--- src/rtl/dm_arbiter.sv ---
// Two-port arbiter for the shared 128x8 data memory: port A (SPI slave) has fixed
// priority, port B is protected from starvation by an aging counter.
module dm_arbiter #(
  parameter int unsigned ADDR_W   = 7,
  parameter int unsigned DATA_W   = 8,
  parameter int unsigned MAX_WAIT = 4,
  parameter int unsigned WAIT_W   = 3
) (
  input  logic              clk,
  input  logic              rst_n,
  input  logic              a_req,
  input  logic              a_we,
  input  logic [ADDR_W-1:0] a_addr,
  input  logic [DATA_W-1:0] a_wdata,
  output logic              a_ack,
  output logic [DATA_W-1:0] a_rdata,
  input  logic              b_req,
  input  logic              b_we,
  input  logic [ADDR_W-1:0] b_addr,
  input  logic [DATA_W-1:0] b_wdata,
  output logic              b_ack,
  output logic [DATA_W-1:0] b_rdata,
  output logic [ADDR_W-1:0] mem_addr,
  output logic              mem_we,
  output logic [DATA_W-1:0] mem_din,
  input  logic [DATA_W-1:0] mem_dout,
  output logic              busy,
  output logic              owner
);

  localparam logic [WAIT_W-1:0] WAIT_MAX = WAIT_W'(MAX_WAIT);

  typedef enum logic [1:0] {IDLE, ACCESS, RESP} state_t;

  state_t              state, state_n;
  logic [WAIT_W-1:0]   wait_cnt, wait_n;
  logic [ADDR_W-1:0]   mem_addr_n;
  logic [DATA_W-1:0]   mem_din_n;
  logic                mem_we_n;
  logic                busy_n;
  logic                owner_n;
  logic                a_ack_n;
  logic                b_ack_n;
  logic                grant_b;

  // State and all output registers; the memory-side registers double as the request latch.
  always_ff @(posedge clk or negedge rst_n) begin
    if (!rst_n) begin
      state    <= IDLE;
      wait_cnt <= '0;
      mem_addr <= '0;
      mem_din  <= '0;
      mem_we   <= 1'b0;
      busy     <= 1'b0;
      owner    <= 1'b0;
      a_ack    <= 1'b0;
      b_ack    <= 1'b0;
    end else begin
      state    <= state_n;
      wait_cnt <= wait_n;
      mem_addr <= mem_addr_n;
      mem_din  <= mem_din_n;
      mem_we   <= mem_we_n;
      busy     <= busy_n;
      owner    <= owner_n;
      a_ack    <= a_ack_n;
      b_ack    <= b_ack_n;
    end
  end

  // Next-state, grant decision and next values of the registered outputs.
  always_comb begin
    state_n    = state;
    wait_n     = wait_cnt;
    mem_addr_n = mem_addr;
    mem_din_n  = mem_din;
    mem_we_n   = 1'b0;
    busy_n     = 1'b0;
    owner_n    = owner;
    a_ack_n    = 1'b0;
    b_ack_n    = 1'b0;
    grant_b    = 1'b0;

    case (state)
      IDLE: begin
        if (a_req || b_req) begin
          grant_b  = b_req && (!a_req || (wait_cnt == WAIT_MAX));
          owner_n  = grant_b;
          state_n  = ACCESS;
          busy_n   = 1'b1;
          if (grant_b) begin
            mem_addr_n = b_addr;
            mem_din_n  = b_wdata;
            mem_we_n   = b_we;
            wait_n     = '0;
          end else begin
            mem_addr_n = a_addr;
            mem_din_n  = a_wdata;
            mem_we_n   = a_we;
            if (b_req && (wait_cnt != WAIT_MAX)) begin
              wait_n = wait_cnt + WAIT_W'(1);
            end
          end
        end
      end
      ACCESS: begin
        state_n = RESP;
        busy_n  = 1'b1;
        a_ack_n = !owner;
        b_ack_n = owner;
      end
      RESP: begin
        state_n = IDLE;
      end
      default: begin
        state_n = IDLE;
      end
    endcase

    // B withdrawing its request forfeits any accumulated age.
    if (!b_req) begin
      wait_n = '0;
    end
  end

  // Synchronous-read memory data arrives during RESP, exactly when ack is high.
  assign a_rdata = a_ack ? mem_dout : '0;
  assign b_rdata = b_ack ? mem_dout : '0;

endmodule

--- config.mk ---
export PLATFORM = sky130hd
export DESIGN_NAME = dm_arbiter
export DESIGN_NICKNAME = d
export VERILOG_FILES = /design/src/rtl/dm_arbiter.sv
export SDC_FILE = /design/constraint.sdc
export NUM_CORES = 1
export LEC_CHECK = 0
export CAP_MARGIN = 5
export CORE_UTILIZATION = 45
export CTS_BUF_LIST = sky130_fd_sc_hd__clkbuf_4 sky130_fd_sc_hd__clkbuf_8 sky130_fd_sc_hd__clkbuf_16
export CTS_CLUSTER_DIAMETER = 40
export DETAILED_ROUTE_END_ITERATION = 16
export DONT_BUFFER_PORTS = 1
export HOLD_SLACK_MARGIN = 0.08
export SLEW_MARGIN = 30
export SYNTH_ARGS = -nofsm -noshare
export SYNTH_HDL_FRONTEND = slang
export SYNTH_SLANG_ARGS = --single-unit
--- constraint.sdc ---
create_clock -name clk -period 3.9 [get_ports clk]
set_clock_uncertainty 0.05 [all_clocks]
set_input_delay 0.975 -clock clk [delete_from_list [all_inputs] [get_ports clk]]
set_output_delay 0.975 -clock clk [all_outputs]
set_load 0.01 [all_outputs]
After elaboration in Yosys (flattened, before gate mapping)
Cells that the tools add are included.
{"block": "word_totals", "reg_bits": 25, "output_inout_bits": 36}
{"block": "classes", "eq_ne": 7, "n_addsub": 1, "reduce_logical": 9, "muxes": 18}
{"cell": "8-bit two-way mux", "n": 3}
{"cell": "3-bit two-way mux", "n": 5}
{"cell": "7-bit two-way mux", "n": 1}
{"cell": "1-bit two-way mux", "n": 6}
{"cell": "2-bit by 1-bit != test with 1-bit output, second input constant", "n": 2}
{"cell": "2-bit one-hot mux with 2 select lines", "n": 1}
{"cell": "3-bit by 1-bit adder with 3-bit output, second input constant", "n": 1}
{"cell": "3-bit equality test, second input constant", "n": 1}
{"cell": "3-bit by 1-bit != test with 1-bit output, second input constant", "n": 1}
{"cell": "3-bit != test, second input constant", "n": 1}
{"cell": "3-bit AND reduction", "n": 1}
{"cell": "2-bit by 1-bit equality test with 1-bit output, second input constant", "n": 1}
{"cell": "1-bit logical AND", "n": 2}
{"cell": "1-bit logical NOT", "n": 2}
{"cell": "2-bit logical NOT", "n": 1}
{"cell": "1-bit logical OR", "n": 2}
{"cell": "2-bit two-way mux", "n": 1}
{"cell": "2-bit != test, second input constant", "n": 1}
{"cell": "1-bit one-hot mux with 2 select lines", "n": 1}
{"cell": "2-bit AND reduction", "n": 1}

Depth between registers and ports, before layout
Gate-level depths: netlist of run 1.
{"block": "depth", "word_depth": 7, "ltp_mapped": 7, "ltp_nobuf": 5}

Worst setup path after synthesis of run 1
No wires, ideal clock.
{"block": "synth_path", "path_kind": "input to output", "startpoint": "input mem_dout[7]", "endpoint": "output a_rdata[7]", "t_arrival_ns": 1.140, "path_buffers": 0, "stages": 1, "path_slack_ns": 1.735, "cell_sequence": "and2_1"}
{"block": "synth_between", "elab_chain_len": 1}
{"item": "start: declaration", "line_no": "26", "text": "input logic [DATA_W-1:0] mem_dout,"}
{"item": "8-bit two-way mux", "line_no": "127", "text": "assign a_rdata = a_ack ? mem_dout : '0;"}
{"item": "end: declaration", "line_no": "16", "text": "output logic [DATA_W-1:0] a_rdata,"}
No other way between the ends.

Final worst setup path of run 1
{"block": "layout_path", "startpoint": "input mem_dout[0]", "endpoint": "output b_rdata[0]"}
{"block": "layout_between", "elab_chain_len": 1}
{"item": "8-bit two-way mux", "line_no": "128", "text": "assign b_rdata = b_ack ? mem_dout : '0;"}
{"item": "end: declaration", "line_no": "22", "text": "output logic [DATA_W-1:0] b_rdata,"}
No other way between the ends.

==> results of run 1 <==
area by class of cell:
type,instances,area (um^2)
inverters,4,15.0
multi-input cells,104,657
flip-flops and latches,25,626
fillers,256,1470
clock inverters,1,5.00
clock buffers,3,22.5
well taps,31,38.8
power groups by stage:
stage               logic, W  clock network [W]  registers (W)
finish              0.000311           0.000115       0.000516
global route        0.000350           0.000128       0.000532
CTS                 0.000315           0.000119       0.000517
detailed placement  0.000317                  0       0.000523
global placement    0.000307                  0       0.000519
floorplan           0.000315                  0       0.000493
per-layer routing:
layer,wire (um),vias to the layer above,track usage [%]
met5,0,-,0
met4,21,0,5.92
met3,272,2,2.95
met2,1660,65,37.2
met1,1150,510,20.6
li1,-,504,-
layout by cell type, fill, tap and decap left out:
cell,count
a31oi_1,6
a21bo_2,1
nor4b_1,1
and2_1,18
dfrtp_1,25
o21ai_0,21
and2_4,1
a21oi_1,18
a21boi_0,1
or2_1,1
a21boi_2,1
ha_1,2
nor2b_1,2
nand3_1,19
nor2_2,1
clkbuf_4,3
a31oi_2,9
nor2_1,2
clkinv_2,1
inv_1,4
worst max path at each step:
stage | start | end | slack (ns) | cells past startpoint
2_1_floorplan | mem_dout[7] | a_rdata[7] | 1.74 | 1
3_3_place_gp | mem_dout[0] | b_rdata[0] | 1.72 | 1
3_5_place_dp | b_req | mem_we$_DFF_PN0_ | 1.69 | 3
4_1_cts | mem_dout[0] | b_rdata[0] | 1.72 | 1
5_1_grt | mem_dout[0] | b_rdata[0] | 1.72 | 1
6_report | mem_dout[0] | b_rdata[0] | 1.72 | 1
kinds of logic (layout without fill, tap and decap cells):
| kind of cell | after synthesis | count (layout) | synth area share, % |
|---|---|---|---|
| buf+inv | 15 | 8 | 7.24 |
| flops | 25 | 25 | 45.2 |
| compound gates | 57 | 57 | 27.1 |
| simple gates | 45 | 45 | 18.6 |
| fa+ha+maj | 2 | 2 | 1.81 |
sequential cells by signal, indices dropped and copies added (netlist names):
register	count
mem_din	8
b_ack	1
a_ack	1
wait_cnt	3
busy	1
state	2
mem_addr	7
mem_we	1
owner	1
metrics by stage:
step / total power, W / std cells
after detailed placement: 0.000839 / 164
final: 0.000941 / 168
after global placement: 0.000827 / 164
after CTS: 0.000951 / 168
after global routing: 0.00101 / 168
after floorplan: 0.000808 / 144
==> impl_results.md, run 1 <==
- Tcrit/Tclk final: 55.8%
- Leakage: 0.520 nW
- Outcome: finished with violations
- IO Count: 80
- Bufs and invs on worst path: 0
- R2R Setup Slk: 2.09 ns
- Maximum vdd drop: 260 uV
- Final Max Tran Viols: 0
- Cell Rows: 19
- Die Width: 57.4 um
- Yosys cell types: 23
- Worst EP required: 2.87 ns
- Min Hold Slack: 0.276 ns
- Postcts setup bufs: 0
- Power per cell area: 690 mW/mm^2
- Starting density of the core: 48.9%
- Final Util: 48.2%
- Slack of the critical path: 1.72 ns
- Seq/Total Area, Yosys: 45.2%
- Most used DFF post-synth: dfrtp_1
- Startpoint types: input pin
- Layout area overhead: -1.36%
- Hpwl dp: 2170 um
- Max-cap violations: 0
- Most frequent cell after synthesis: dfrtp_1
- Post-CTS sizing: 0
- Max_slew headroom: 50.9%
- RSZ-0062 raised after global routing: false
- Core area: 0.00283 mm^2
- Switching pwr: 0.000406 W
- Final Critical Period: 2.18 ns
- Total GRT Usage: 19.0%
- Top post-synthesis cells by area: dfrtp_1 45%, a31oi_2 8.1%, and2_1 8.1%
- WL final: 3100 um
- Pre-antenna DRT Iters: 10
- Asr flop ratio synth: 100%
- Clk_lat worst skew: 0.31 ns
- Syn Nets: 190
- Crit-path max FO: 2
- Worst Reg-to-Reg Cells: 3
- CTS tree: built
- DRC: 7
- Via-to-Cell Ratio: 6.43
- Top-area cell type share of the netlist area: 45.2%
- Clock transition at the registers of the reported paths: 0.15 ns
- Clk pwr share: 12.2%
- P_int: 0.000536 W
- Routability cong.: 0.760
- Synth cell count leaders: 25 x dfrtp_1, 21 x o21ai_0, 19 x nand3_1
- CTS sink count: 25
- Tightest Hold Check Type: in -> async
- Worst path max stage delay: 0.17 ns
- Largest net degree at the start of global routing: 26
- Number of H-tree levels: 1
- Die Y: 57.4 um
- Reg2reg start: state[1]$_DFFE_PN0P_
- Hold Buf Count CTS: 0
- Gate power share: 33.0%
- First-pass GRT wire length: 4890 um
- Setup violators final: 0
- Seq cells post-synth: 25
- DR vias: 1081
- TritonCTS Buffers: 3
- Final Hold Viols: 0
- Post-Place Worst Slack: 1.69 ns
- Drt wl/cell: 18.5 um
- Crit-path slowest cell: and2_1
- Reg-to-reg endpoint: mem_we$_DFF_PN0_
- Vias in the first global route: 1090
- Antenna violations before repair: 0
- Failing checks: DRC
- Longest Clk Path Bufs: 2
- Grt total ovfl: 0
- Top delay family on crit path: simple AND/OR/NAND/NOR gates
- Post-Syn Area per Cell: 9.60 um^2
- Sw frac: 43.1%
- Post-synthesis cell area: 0.00138 mm^2
- Seq pwr share: 54.8%
- Critical path class: in -> out
- Number of synthesized flops with an enable pin: 0
- Final Instance Area: 0.00136 mm^2
- Synth warn: 0
- Count of input and output buffers: 0
- Gate Count Post-Synth: 144
- Number of diodes: 0
- Final #Nets: 184
- Slew @ Worst Pin: 0.736 ns
- Final TNS setup: 0 ns
- F_max: 0.460 GHz
- Yosys top cell by area: dfrtp_1
- Root Buffer: clkbuf_4
- Share of layout cells above drive strength 1: 12.4%
- CP Cell Sequence: and2_1
- DR iter-0 viols: 54
- Antenna Violating Nets Remaining: 0
- CP Capture Type: primary output
- Die Footprint: 0.00330 mm^2
- CP arrival: 1.15 ns
- Post-DP Area: 0.00134 mm^2
No activity file was read; power rests on OpenSTA's default activity.
==> inputs of run 2 (changes only) <==
Settings changed: ABC_AREA from default to 1.
Clock period 3.9 ns to 2.3 ns, I/O delays scaled along.
==> run 2 against run 1 <==
The run now ends clean. Area after synthesis increased by 6.7%. Via count is 11% higher. Wire length is 6.7% lower. Non-clock buffer count up 2. Cell area rose by 11%. Total power grew 67%. Synthesized cell count grew 47%. Sequential power increased by 68%. Combinational power up 63%. Clock power rose by 71%. First-iteration DRC count is 35% lower. Register-to-register slack got worse by 1.3 ns. Largest cell class is now sequential cells.
==> impl_results.md, run 2 <==
- WL final: 2890 um
- Placed Cells: 246
- Cell Rows: 20
- Post-synthesis cell area: 0.00148 mm^2
- Gate Count Post-Synth: 211
- Synth cell count leaders: 71 x nand2_1, 54 x inv_1, 30 x nand3_1
- Post-synthesis simple-gate area fraction: 34.3%
- Antenna Violating Nets Remaining: 0
- Post-Syn Area per Cell: 6.99 um^2
- Final #Nets: 255
- Compound-Gate Fraction of Synth Area: 1.95%
- Final TNS setup: 0 ns
- Setup violators final: 0
- P_int: 0.000884 W
- Routability cong.: 0.685
- Tcrit/Tclk final: 73.3%
- Leakage: 0.994 nW
- Clk_lat worst skew: 0.30 ns
- Longest Clk Path Bufs: 2
- Worst Reg-to-Reg Cells: 8
- Yosys top cell by area: dfrtp_1
- CP arrival: 1.06 ns
- DR vias: 1205
- Max_slew headroom: 74.1%
- Die Y: 59.3 um
- CTS sink count: 25
- Tightest Hold Check Type: in -> reg
- Fill cells: 331
- Final Max Tran Viols: 0
- Footprint of the multi-input gates: 559 um^2
- CP Capture Type: primary output
- Yosys cell types: 18
- Non-Filler Instances: 252
- Seq/Total Area, Yosys: 42.4%
- Via-to-Cell Ratio: 4.78
- Largest family of logic cells by synthesized area: simple AND/OR/NAND/NOR gates
- Reg-to-reg endpoint: mem_addr[6]$_DFFE_PN0N_
- Die Width: 59.3 um
- Critical path origin: b_ack$_DFF_PN0_
- Maximum vdd drop: 441 uV
- Sw frac: 43.8%
- Power per cell area: 1040 mW/mm^2
- Asr flop ratio synth: 100%
- Drt wl/cell: 11.5 um
- Top post-synthesis cells by area: dfrtp_1 42%, nand2_1 18%, inv_1 14%
- Most used DFF post-synth: dfrtp_1
- Largest register by flop count: mem_din
- Clk pwr share: 12.6%
- F_max: 0.593 GHz
- Reg2reg start: wait_cnt[0]$_DFFE_PN0P_
- Total GRT Usage: 17.4%
- Post-Synth Adder-Cell Area: 1.70%
- Biggest regs: mem_din: 8 flops, mem_addr: 7 flops, wait_cnt: 3 flops
- Count of input and output buffers: 0
- Starting density of the core: 47.9%
- Slack of the critical path: 0.614 ns
- IO Count: 80
- Syn Nets: 257
- Grt total ovfl: 0
- Startpoint types: flop
- Reg area: 626 um^2
- Hpwl dp: 2090 um
- Largest net degree at the start of global routing: 26
- Top-area cell type share of the netlist area: 42.4%
- Number of synthesized flops with an enable pin: 0
- Xor-xnor portion of the synthesized cell area: 0%
- Root Buffer: clkbuf_4
- Multiplexer share of the synthesized area: 0%
- Pre-antenna DRT Iters: 4
- First-pass GRT wire length: 4620 um
- Most frequent cell after synthesis: nand2_1
- Max-cap violations: 0
- Worst EP required: 1.67 ns
- Synth warn: 0
- Worst setup path end: b_rdata[1]
- Number of diodes: 0
- Switching pwr: 0.000687 W
- Slew @ Worst Pin: 0.386 ns
- Seq cells post-synth: 25
- Gate power share: 32.3%
- DRC: 0
- CTS tree: built
- Final Critical Period: 1.69 ns
- Commonest non-fill, non-tap cell in the layout: nand2_1
- RSZ-0062 raised after global routing: false
- Final Hold Viols: 0
- Crit-path max FO: 9
- Vias in the first global route: 1071
- Critical path class: reg -> out
- Post-DP Area: 0.00145 mm^2
- Layout area overhead: 2.46%
- Outcome: complete, no violations
- Post-Place Worst Slack: 0.591 ns
- DR iter-0 viols: 35
- TritonCTS Buffers: 3
- Clock transition at the registers of the reported paths: 0.13 ns
- Number of H-tree levels: 1
- Core area: 0.00308 mm^2
- Commonest non-fill, non-tap cells in the layout: 71 x nand2_1, 54 x inv_1, 30 x nand3_1
- Antenna violations before repair: 0
- Postcts setup bufs: 0
- Share of layout cells above drive strength 1: 6.73%
- R2R Setup Slk: 0.82 ns
- Die Footprint: 0.00351 mm^2
- Max reg flops: 8
- Final Instance Area: 0.00151 mm^2
- Seq pwr share: 55.1%
[run 2: cell types whose count changed in the layout (fill, tap and decap cells not counted), moves of 9 or more]
cell and delta:
a21oi_1 -17, a31oi_2 -9, and2_1 -18, inv_1 +50, nand2_1 +71, nand3_1 +11
o21ai_0 -21
[run 2: worst max-delay path, stage by stage (launching register included)]
cell,delay [ns]
dfrtp_1,0.55
nand2_1,0.09
inv_1,0.11
[run 2: power groups by stage]
stage | Sequential (W) | Combinational (W) | Clock [W]
finish | 0.000866 | 0.000508 | 0.000197
global route | 0.000888 | 0.000608 | 0.000236
CTS | 0.000869 | 0.000518 | 0.000214
detailed placement | 0.000877 | 0.000504 | 0
global placement | 0.000879 | 0.000488 | 0
floorplan | 0.000816 | 0.000513 | 0
[run 2: layout make-up]
cell class	instances	share of cell area (%)
Tap cell	44	3.64
Sequential cell	25	41.4
Timing Repair Buffer	2	1.99
Clock buffer	4	1.99
Multi-Input combinational cell	121	37.0
Inverter	56	14.0
[run 2: kinds of logic after synthesis]
kind of cell	Yosys count
AOI/OAI and AO/OA	3
adders and majority gates	2
and+or+nand+nor	116
buffers and inverters	65
DFF	25
[run 2: per-stage QoR]
stage	hold WS, ns	total power, W	utilization (%)
final	0.365	0.00157	49.1
after global routing	0.329	0.00173	49.1
after CTS	0.346	0.00160	49.1
after detailed placement	0.230	0.00138	47.2
after global placement	0.230	0.00137	47.2
after floorplan	0.229	0.00133	-
[run 2: worst min-delay path by stage]
stage,cells past startpoint,start,end
5_1_grt,2,b_req,wait_cnt[1]$_DFFE_PN0P_
3_3_place_gp,0,rst_n,wait_cnt[2]$_DFFE_PN0P_
6_report,2,b_req,wait_cnt[1]$_DFFE_PN0P_
3_5_place_dp,0,rst_n,wait_cnt[2]$_DFFE_PN0P_
4_1_cts,2,b_req,wait_cnt[0]$_DFFE_PN0P_
2_1_floorplan,0,rst_n,a_ack$_DFF_PN0_
[run 2: per-layer routing]
metal / global-route usage [%] / wire, um / part of all wire (%)
met2: 29.9 / 1420 / 49
met5: 0 / 0 / 0
met3: 2.84 / 195 / 6.7
met4: 7.82 / 17 / 0.59
met1: 21.5 / 1260 / 44
[run 2: repair_timing]
item,CTS,global route
gates resized for setup,0,0
endpoints found under the hold margin,25,0
hold buffers,2,0
endpoints found under the setup margin,0,0
